## src/rtl/cellrv32_cpu_cp_shift_arbiter_if.sv

```systemverilog
// Requester and shifter-side signal bundle of the shared shifter arbiter.
// The slave view belongs to the arbiter; the master view is the surrounding CPU and shifter.
interface cellrv32_cpu_cp_shift_arbiter_if #(
    parameter int NUM_REQ = 2,
    parameter int XLEN    = 32
);
    localparam int SH_W = $clog2(XLEN);

    logic                      abort_i;
    logic [NUM_REQ-1:0]        req_i;
    logic [NUM_REQ*XLEN-1:0]   req_rs1_i;
    logic [NUM_REQ*SH_W-1:0]   req_shamt_i;
    logic [NUM_REQ-1:0]        req_left_i;
    logic [NUM_REQ-1:0]        req_arith_i;
    logic [NUM_REQ-1:0]        ack_o;
    logic [XLEN-1:0]           res_o;
    logic                      err_o;
    logic                      busy_o;
    logic                      shf_start_o;
    logic [XLEN-1:0]           shf_rs1_o;
    logic [SH_W-1:0]           shf_shamt_o;
    logic                      shf_left_o;
    logic                      shf_arith_o;
    logic                      shf_trap_o;
    logic [XLEN-1:0]           shf_res_i;
    logic                      shf_valid_i;

    modport slave (
        input  abort_i, req_i, req_rs1_i, req_shamt_i, req_left_i, req_arith_i,
        input  shf_res_i, shf_valid_i,
        output ack_o, res_o, err_o, busy_o,
        output shf_start_o, shf_rs1_o, shf_shamt_o, shf_left_o, shf_arith_o, shf_trap_o
    );

    modport master (
        output abort_i, req_i, req_rs1_i, req_shamt_i, req_left_i, req_arith_i,
        output shf_res_i, shf_valid_i,
        input  ack_o, res_o, err_o, busy_o,
        input  shf_start_o, shf_rs1_o, shf_shamt_o, shf_left_o, shf_arith_o, shf_trap_o
    );
endinterface

```

## src/rtl/cellrv32_cpu_cp_shift_arbiter.sv

```systemverilog
// Round-robin arbiter sharing one shifter co-processor between several CPU units,
// with local trap abort and a watchdog that forces an error completion.
module cellrv32_cpu_cp_shift_arbiter #(
    parameter int NUM_REQ = 2,
    parameter int XLEN    = 32,
    parameter int TIMEOUT = 63
) (
    input logic                            clk_i,
    input logic                            rstn_i,
    cellrv32_cpu_cp_shift_arbiter_if.slave bus
);
    localparam int SH_W  = $clog2(XLEN);
    localparam int IDX_W = (NUM_REQ > 1) ? $clog2(NUM_REQ) : 1;

    typedef enum logic [2:0] {
        S_IDLE,
        S_START,
        S_WAIT,
        S_CAPTURE,
        S_DONE
    } state_t;

    state_t           state, state_nxt;
    logic [IDX_W-1:0] ptr, grant, grant_inc, sel_idx, cidx;
    logic             sel_valid;
    int               cand;
    logic [XLEN-1:0]  op_rs1, result;
    logic [SH_W-1:0]  op_shamt;
    logic             op_left, op_arith, err;
    logic [7:0]       wdog, wdog_inc;
    logic             in_op, abort_op, timeout_hit;

    // Scan downward so the candidate closest to the pointer is the last one written.
    always_comb begin
        sel_valid = 1'b0;
        sel_idx   = '0;
        cand      = 0;
        cidx      = '0;
        for (int i = NUM_REQ - 1; i >= 0; i--) begin
            cand = (int'(ptr) + i) % NUM_REQ;
            cidx = IDX_W'(cand);
            if (bus.req_i[cidx]) begin
                sel_valid = 1'b1;
                sel_idx   = cidx;
            end
        end
    end

    assign grant_inc   = (grant == IDX_W'(NUM_REQ - 1)) ? '0 : grant + 1'b1;
    assign in_op       = (state == S_START) || (state == S_WAIT) || (state == S_CAPTURE);
    assign abort_op    = in_op && bus.abort_i;
    assign wdog_inc    = wdog + 8'd1;
    assign timeout_hit = (wdog_inc == 8'(TIMEOUT));

    always_ff @(posedge clk_i or negedge rstn_i) begin
        if (!rstn_i) begin
            state <= S_IDLE;
        end else begin
            state <= state_nxt;
        end
    end

    always_comb begin
        state_nxt = state;
        case (state)
            S_IDLE:    if (sel_valid) state_nxt = S_START;
            S_START: begin
                if (bus.abort_i)          state_nxt = S_IDLE;
                else if (bus.shf_valid_i) state_nxt = S_CAPTURE;
                else                      state_nxt = S_WAIT;
            end
            S_WAIT: begin
                if (bus.abort_i)          state_nxt = S_IDLE;
                else if (bus.shf_valid_i) state_nxt = S_CAPTURE;
                else if (timeout_hit)     state_nxt = S_DONE;
            end
            S_CAPTURE: state_nxt = bus.abort_i ? S_IDLE : S_DONE;
            S_DONE:    state_nxt = S_IDLE;
            default:   state_nxt = S_IDLE;
        endcase
    end

    // Operands are latched once at grant so the serial shifter sees them frozen until IDLE.
    always_ff @(posedge clk_i or negedge rstn_i) begin
        if (!rstn_i) begin
            ptr      <= '0;
            grant    <= '0;
            op_rs1   <= '0;
            op_shamt <= '0;
            op_left  <= 1'b0;
            op_arith <= 1'b0;
            wdog     <= '0;
            result   <= '0;
            err      <= 1'b0;
        end else begin
            case (state)
                S_IDLE: begin
                    if (sel_valid) begin
                        grant    <= sel_idx;
                        op_rs1   <= bus.req_rs1_i[sel_idx*XLEN +: XLEN];
                        op_shamt <= bus.req_shamt_i[sel_idx*SH_W +: SH_W];
                        op_left  <= bus.req_left_i[sel_idx];
                        op_arith <= bus.req_arith_i[sel_idx];
                    end
                end
                S_START: wdog <= '0;
                S_WAIT: begin
                    wdog <= wdog_inc;
                    if (!bus.abort_i && !bus.shf_valid_i && timeout_hit) begin
                        result <= '0;
                        err    <= 1'b1;
                    end
                end
                S_CAPTURE: begin
                    result <= bus.shf_res_i;
                    err    <= 1'b0;
                end
                S_DONE:  ptr <= grant_inc;
                default: ;
            endcase
            if (abort_op) begin
                ptr <= grant_inc;
            end
        end
    end

    // Completion data is gated to zero outside DONE so requesters never see stale results.
    always_comb begin
        bus.ack_o = '0;
        bus.res_o = '0;
        bus.err_o = 1'b0;
        if (state == S_DONE) begin
            bus.ack_o[grant] = 1'b1;
            bus.res_o        = result;
            bus.err_o        = err;
        end
    end

    assign bus.busy_o      = (state != S_IDLE);
    assign bus.shf_start_o = (state == S_START);
    assign bus.shf_rs1_o   = op_rs1;
    assign bus.shf_shamt_o = op_shamt;
    assign bus.shf_left_o  = op_left;
    assign bus.shf_arith_o = op_arith;
    assign bus.shf_trap_o  = abort_op;

endmodule
```

## src/flat_wrapper.sv

```systemverilog
// flat-port wrapper written by rule: the top's interface ports become plain ports
module cellrv32_cpu_cp_shift_arbiter_flat 
#(
    parameter int NUM_REQ = 2,
    parameter int XLEN    = 32,
    parameter int TIMEOUT = 63
)
  (clk_i, rstn_i, bus_abort_i, bus_req_i, bus_req_rs1_i, bus_req_shamt_i, bus_req_left_i, bus_req_arith_i, bus_shf_res_i, bus_shf_valid_i, bus_ack_o, bus_res_o, bus_err_o, bus_busy_o, bus_shf_start_o, bus_shf_rs1_o, bus_shf_shamt_o, bus_shf_left_o, bus_shf_arith_o, bus_shf_trap_o);
  cellrv32_cpu_cp_shift_arbiter_if #(.NUM_REQ(NUM_REQ), .XLEN(XLEN)) bus_i ();
  input logic clk_i;
  input logic rstn_i;
  input wire logic [$bits(bus_i.abort_i)-1:0] bus_abort_i;
  input wire logic [$bits(bus_i.req_i)-1:0] bus_req_i;
  input wire logic [$bits(bus_i.req_rs1_i)-1:0] bus_req_rs1_i;
  input wire logic [$bits(bus_i.req_shamt_i)-1:0] bus_req_shamt_i;
  input wire logic [$bits(bus_i.req_left_i)-1:0] bus_req_left_i;
  input wire logic [$bits(bus_i.req_arith_i)-1:0] bus_req_arith_i;
  input wire logic [$bits(bus_i.shf_res_i)-1:0] bus_shf_res_i;
  input wire logic [$bits(bus_i.shf_valid_i)-1:0] bus_shf_valid_i;
  output wire logic [$bits(bus_i.ack_o)-1:0] bus_ack_o;
  output wire logic [$bits(bus_i.res_o)-1:0] bus_res_o;
  output wire logic [$bits(bus_i.err_o)-1:0] bus_err_o;
  output wire logic [$bits(bus_i.busy_o)-1:0] bus_busy_o;
  output wire logic [$bits(bus_i.shf_start_o)-1:0] bus_shf_start_o;
  output wire logic [$bits(bus_i.shf_rs1_o)-1:0] bus_shf_rs1_o;
  output wire logic [$bits(bus_i.shf_shamt_o)-1:0] bus_shf_shamt_o;
  output wire logic [$bits(bus_i.shf_left_o)-1:0] bus_shf_left_o;
  output wire logic [$bits(bus_i.shf_arith_o)-1:0] bus_shf_arith_o;
  output wire logic [$bits(bus_i.shf_trap_o)-1:0] bus_shf_trap_o;
  assign bus_i.abort_i = bus_abort_i;
  assign bus_i.req_i = bus_req_i;
  assign bus_i.req_rs1_i = bus_req_rs1_i;
  assign bus_i.req_shamt_i = bus_req_shamt_i;
  assign bus_i.req_left_i = bus_req_left_i;
  assign bus_i.req_arith_i = bus_req_arith_i;
  assign bus_i.shf_res_i = bus_shf_res_i;
  assign bus_i.shf_valid_i = bus_shf_valid_i;
  assign bus_ack_o = bus_i.ack_o;
  assign bus_res_o = bus_i.res_o;
  assign bus_err_o = bus_i.err_o;
  assign bus_busy_o = bus_i.busy_o;
  assign bus_shf_start_o = bus_i.shf_start_o;
  assign bus_shf_rs1_o = bus_i.shf_rs1_o;
  assign bus_shf_shamt_o = bus_i.shf_shamt_o;
  assign bus_shf_left_o = bus_i.shf_left_o;
  assign bus_shf_arith_o = bus_i.shf_arith_o;
  assign bus_shf_trap_o = bus_i.shf_trap_o;
  cellrv32_cpu_cp_shift_arbiter #(.NUM_REQ(NUM_REQ), .XLEN(XLEN), .TIMEOUT(TIMEOUT)) u_core (.clk_i(clk_i), .rstn_i(rstn_i), .bus(bus_i));
endmodule
```

## config.mk

```make
export PLATFORM = sky130hd
export DESIGN_NAME = cellrv32_cpu_cp_shift_arbiter_flat
export DESIGN_NICKNAME = d
export VERILOG_FILES = /design/src/rtl/cellrv32_cpu_cp_shift_arbiter_if.sv /design/src/rtl/cellrv32_cpu_cp_shift_arbiter.sv /design/src/flat_wrapper.sv
export SDC_FILE = /design/constraint.sdc
export NUM_CORES = 1
export LEC_CHECK = 0
export BUFFER_PORTS_ARGS = -buffer_cell sky130_fd_sc_hd__buf_4
export CAP_MARGIN = 20
export CORE_ASPECT_RATIO = 0.75
export CORE_UTILIZATION = 51
export CTS_CLUSTER_DIAMETER = 80
export DETAILED_ROUTE_END_ITERATION = 10
export HOLD_SLACK_MARGIN = 0.15
export PLACE_DENSITY = 0.84
export SYNTH_ARGS = -nofsm -noshare
export SYNTH_HDL_FRONTEND = slang
export SYNTH_SLANG_ARGS = --single-unit
```

## constraint.sdc

```tcl
create_clock -name clk_i -period 3 [get_ports clk_i]
set_input_delay 0.6 -clock clk_i [delete_from_list [all_inputs] [get_ports clk_i]]
set_output_delay 0.6 -clock clk_i [all_outputs]
set_load 0.1 [all_outputs]
```

==> results.py <==
metrics = {
    "run_status": {
        "outcome": "finished, final reports clean",
    },
    "worst_setup_path": {
        "worst_ep_arrival_time_ns": 2.17,
        "slowest_stage": "dfrtp_1",
        "crit_top_cell": "buf_4",
        "worstPathCellList": "nor2_2 -> buf_4 -> and3_1 -> buf_4",
        "slowest_delay_ns": 0.55,
        "crit_type": "reg2out",
        "startpoint": "u_core.state[1]",
        "crit_buf_inv": 2,
        "worst_setup_path_end_kind": "output port",
        "critPathTopFamily": "simple AND/OR/NAND/NOR gates",
        "worstPathMaxFanout": 25,
        "startpoint_type": "register",
        "required_ns": 2.40,
        "reg2reg_from": "u_core.wdog[0]",
    },
    "yosys": {
        "synthFlopType": "dfrtp_1",
        "yosysSeqAreaShare": 0.508,
        "synthArstFlopShare": 1.00,
        "syn_area_um2": 4180,
        "syn_area_per_cell_um2": 9.06,
        "syn_inst": 462,
        "ys_ff_latch": 85,
        "yosysWarnings": 0,
        "synth_edf_count": 0,
        "syn-num-nets": 580,
        "ys_types": 39,
    },
    "cells_and_area": {
        "finalNetCount": 757,
        "drive_gt1_frac": 0.354,
        "final_cells": 749,
        "area_growth_pct": 42.3,
        "diodes": 0,
    },
    "floorplanning": {
        "die_area_um2": 8570,
        "start_util": 0.528,
        "die_height_um": 80.4,
        "core-area_um2": 7920,
        "rows": 28,
        "io_pins": 193,
        "die_w_um": 107,
    },
    "drt": {
        "drt_iter0_drc": 330,
        "ant_nets": 0,
        "via_per_inst": 5.31,
        "drt_pass1_iterations": 5,
        "drc_errors": 0,
        "avgRoutedWirePerCell_um": 15.3,
        "vias": 3974,
        "wl_um": 11400,
    },
    "placed_design": {
        "detailed_place_hpwl_um": 8220,
        "gp_congestion": 0.843,
        "dp.cells": 731,
        "portBuffers": 192,
        "post-place-ws_ns": 0.642,
    },
    "timing": {
        "rsz0062_at_grt": "false",
        "maxSlewViolCount": 0,
        "worst_clock_skew_ns": 0.0129,
        "worst_slew_pin_slew_ns": 0.725,
        "setup-tns-final_ns": 0,
        "fin_crit_ns": 2.77,
        "period_share": 0.923,
        "final-setup-viol-count": 0,
        "relSlewSlack": 0.517,
        "hold_viol": 0,
        "fin_hold_ws_ns": 0.443,
        "fmax_mhz": 361,
        "worst_slack_ns": 0.230,
    },
    "clock_network": {
        "numCtsBuffers": 9,
        "cts.sinks": 85,
        "cts_tree": "yes",
        "cts_root_buf": "clkbuf_8",
        "cts_max_level": 3,
        "cts_buffer_depth": 2,
        "insertion_delay_ns": 0.36,
        "ctsResizeCount": 0,
        "path_clk_slew_ns": 0.09,
    },
    "global_route": {
        "grt_use_total": 0.264,
        "overflow": 0,
        "grt_pass1_wl_um": 17600,
        "first_global_vias": 3667,
        "grt_antenna_before_repair": 0,
        "grt_max_degree": 86,
    },
    "worst_hold_path": {
        "min_from": "bus_shf_res_i[16]",
        "hp-class": "in2reg",
    },
    "power_and_ir_drop": {
        "leakage_nw": 3.08,
        "irDropWorstVdd_uv": 821,
        "p_total_w": 0.00716,
        "powerDensity_nw_per_um2": 1200,
    },
    "job": {
        "maxCapViolCount": 0,
    },
}
[power breakdown]
group          total, W  internal (W)  switching (W)  leakage [nW]
sequential      0.00199       0.00166       0.000322          1.01
combinational   0.00425      0.000955        0.00329          1.96
clock          0.000923      0.000482       0.000441         0.115
total           0.00716       0.00310        0.00405          3.08
[path summary, 6_finish.rpt]
path | to | slack, ns | cells past startpoint
setup reg to reg | u_core.result[0] | 0.64 | 7
hold reg to reg | u_core.err | 0.50 | 1
max in group asynchronous | u_core.result[22] | 1.79 | 3
min in group asynchronous | u_core.grant | 0.62 | 2
hold / removal | u_core.result[16] | 0.44 | 3
setup / recovery | bus_res_o[12] | 0.23 | 4
[worst register-to-register path: cells and delay by family (launching register included)]
kind,cells,cell delay [ns]
adder cells (fa/ha/maj),1,0.32
AND/OR/NAND/NOR,2,0.47
AO/OA/AOI/OAI,2,0.36
XOR/XNOR,1,0.23
buffers and inverters,1,0.37
flip-flops,1,0.48
[synthesized netlist by cell type, drive strengths merged (2+ instances only)]
master,n,share of area
xor2,2,0.0042
ha,2,0.0060
or3,2,0.0030
nand2b,4,0.0060
nand3,2,0.0024
a21oi,50,0.060
a31oi,2,0.0045
nor2,50,0.045
nand2,75,0.067
and2,3,0.0045
o41ai,2,0.0042
clkbuf,25,0.022
inv,4,0.0036
nor4,2,0.0081
nor3,4,0.0048
mux2i,39,0.093
or2,2,0.0030
o21ai,49,0.059
dfrtp,85,0.51
and3,35,0.052
buf,11,0.015
[final cells by class]
type                       count  area (µm²)
sequential                    85        2130
fill                         587        1960
clock inverter                 7         104
timing repair buffer         202        1540
tap                          105         131
multi-input combinational    337        1920
inverter                       4        15.0
clock buffer                   9         124
[repair_timing]
item | CTS | global route
setup buffers | 0 | 0
hold buffers | 0 | 1
hold endpoints to repair | 0 | 10
[per-stage QoR]
step                instance area [µm²]  utilization
floorplan                          4190            -
global route                       5960        0.752
global placement                   5690        0.719
finish                             5960        0.752
CTS                                5920        0.747
detailed placement                 5690        0.719
[cell usage in the layout, fill, tap and decap left out, types with 9 or more instances in the layout]
cell and n:
a21oi_1 50, clkbuf_8 9, nor2_1 48, o21ai_1 21, mux2i_1 39, and3_1 35
o21ai_0 27, dfrtp_1 85, buf_4 200, nand2_1 75
[flip-flops by register name, summed over array words and instances (netlist names), 3 cells and up]
register / flops
u_core.wdog: 8
u_core.result: 32
u_core.state: 3
u_core.bus.shf_rs1_o: 32
u_core.bus.shf_shamt_o: 5
[logic make-up after synthesis]
logic type | count (synthesis) | share of synthesized area
xor gates and xnor gates | 2 | 0.00419
and+or+nand+nor | 184 | 0.207
buffers and inverters | 40 | 0.0407
muxes | 39 | 0.0933
AOI/OAI and AO/OA | 110 | 0.141
adders and majority gates | 2 | 0.00598
DFF | 85 | 0.508
[layer usage]
metal  global-route usage  share of wire
met2                0.447           0.50
met3               0.0536          0.059
met5                    0              0
met1                0.343           0.42
met4               0.0849          0.018
Power figures use the tool's default switching activity.
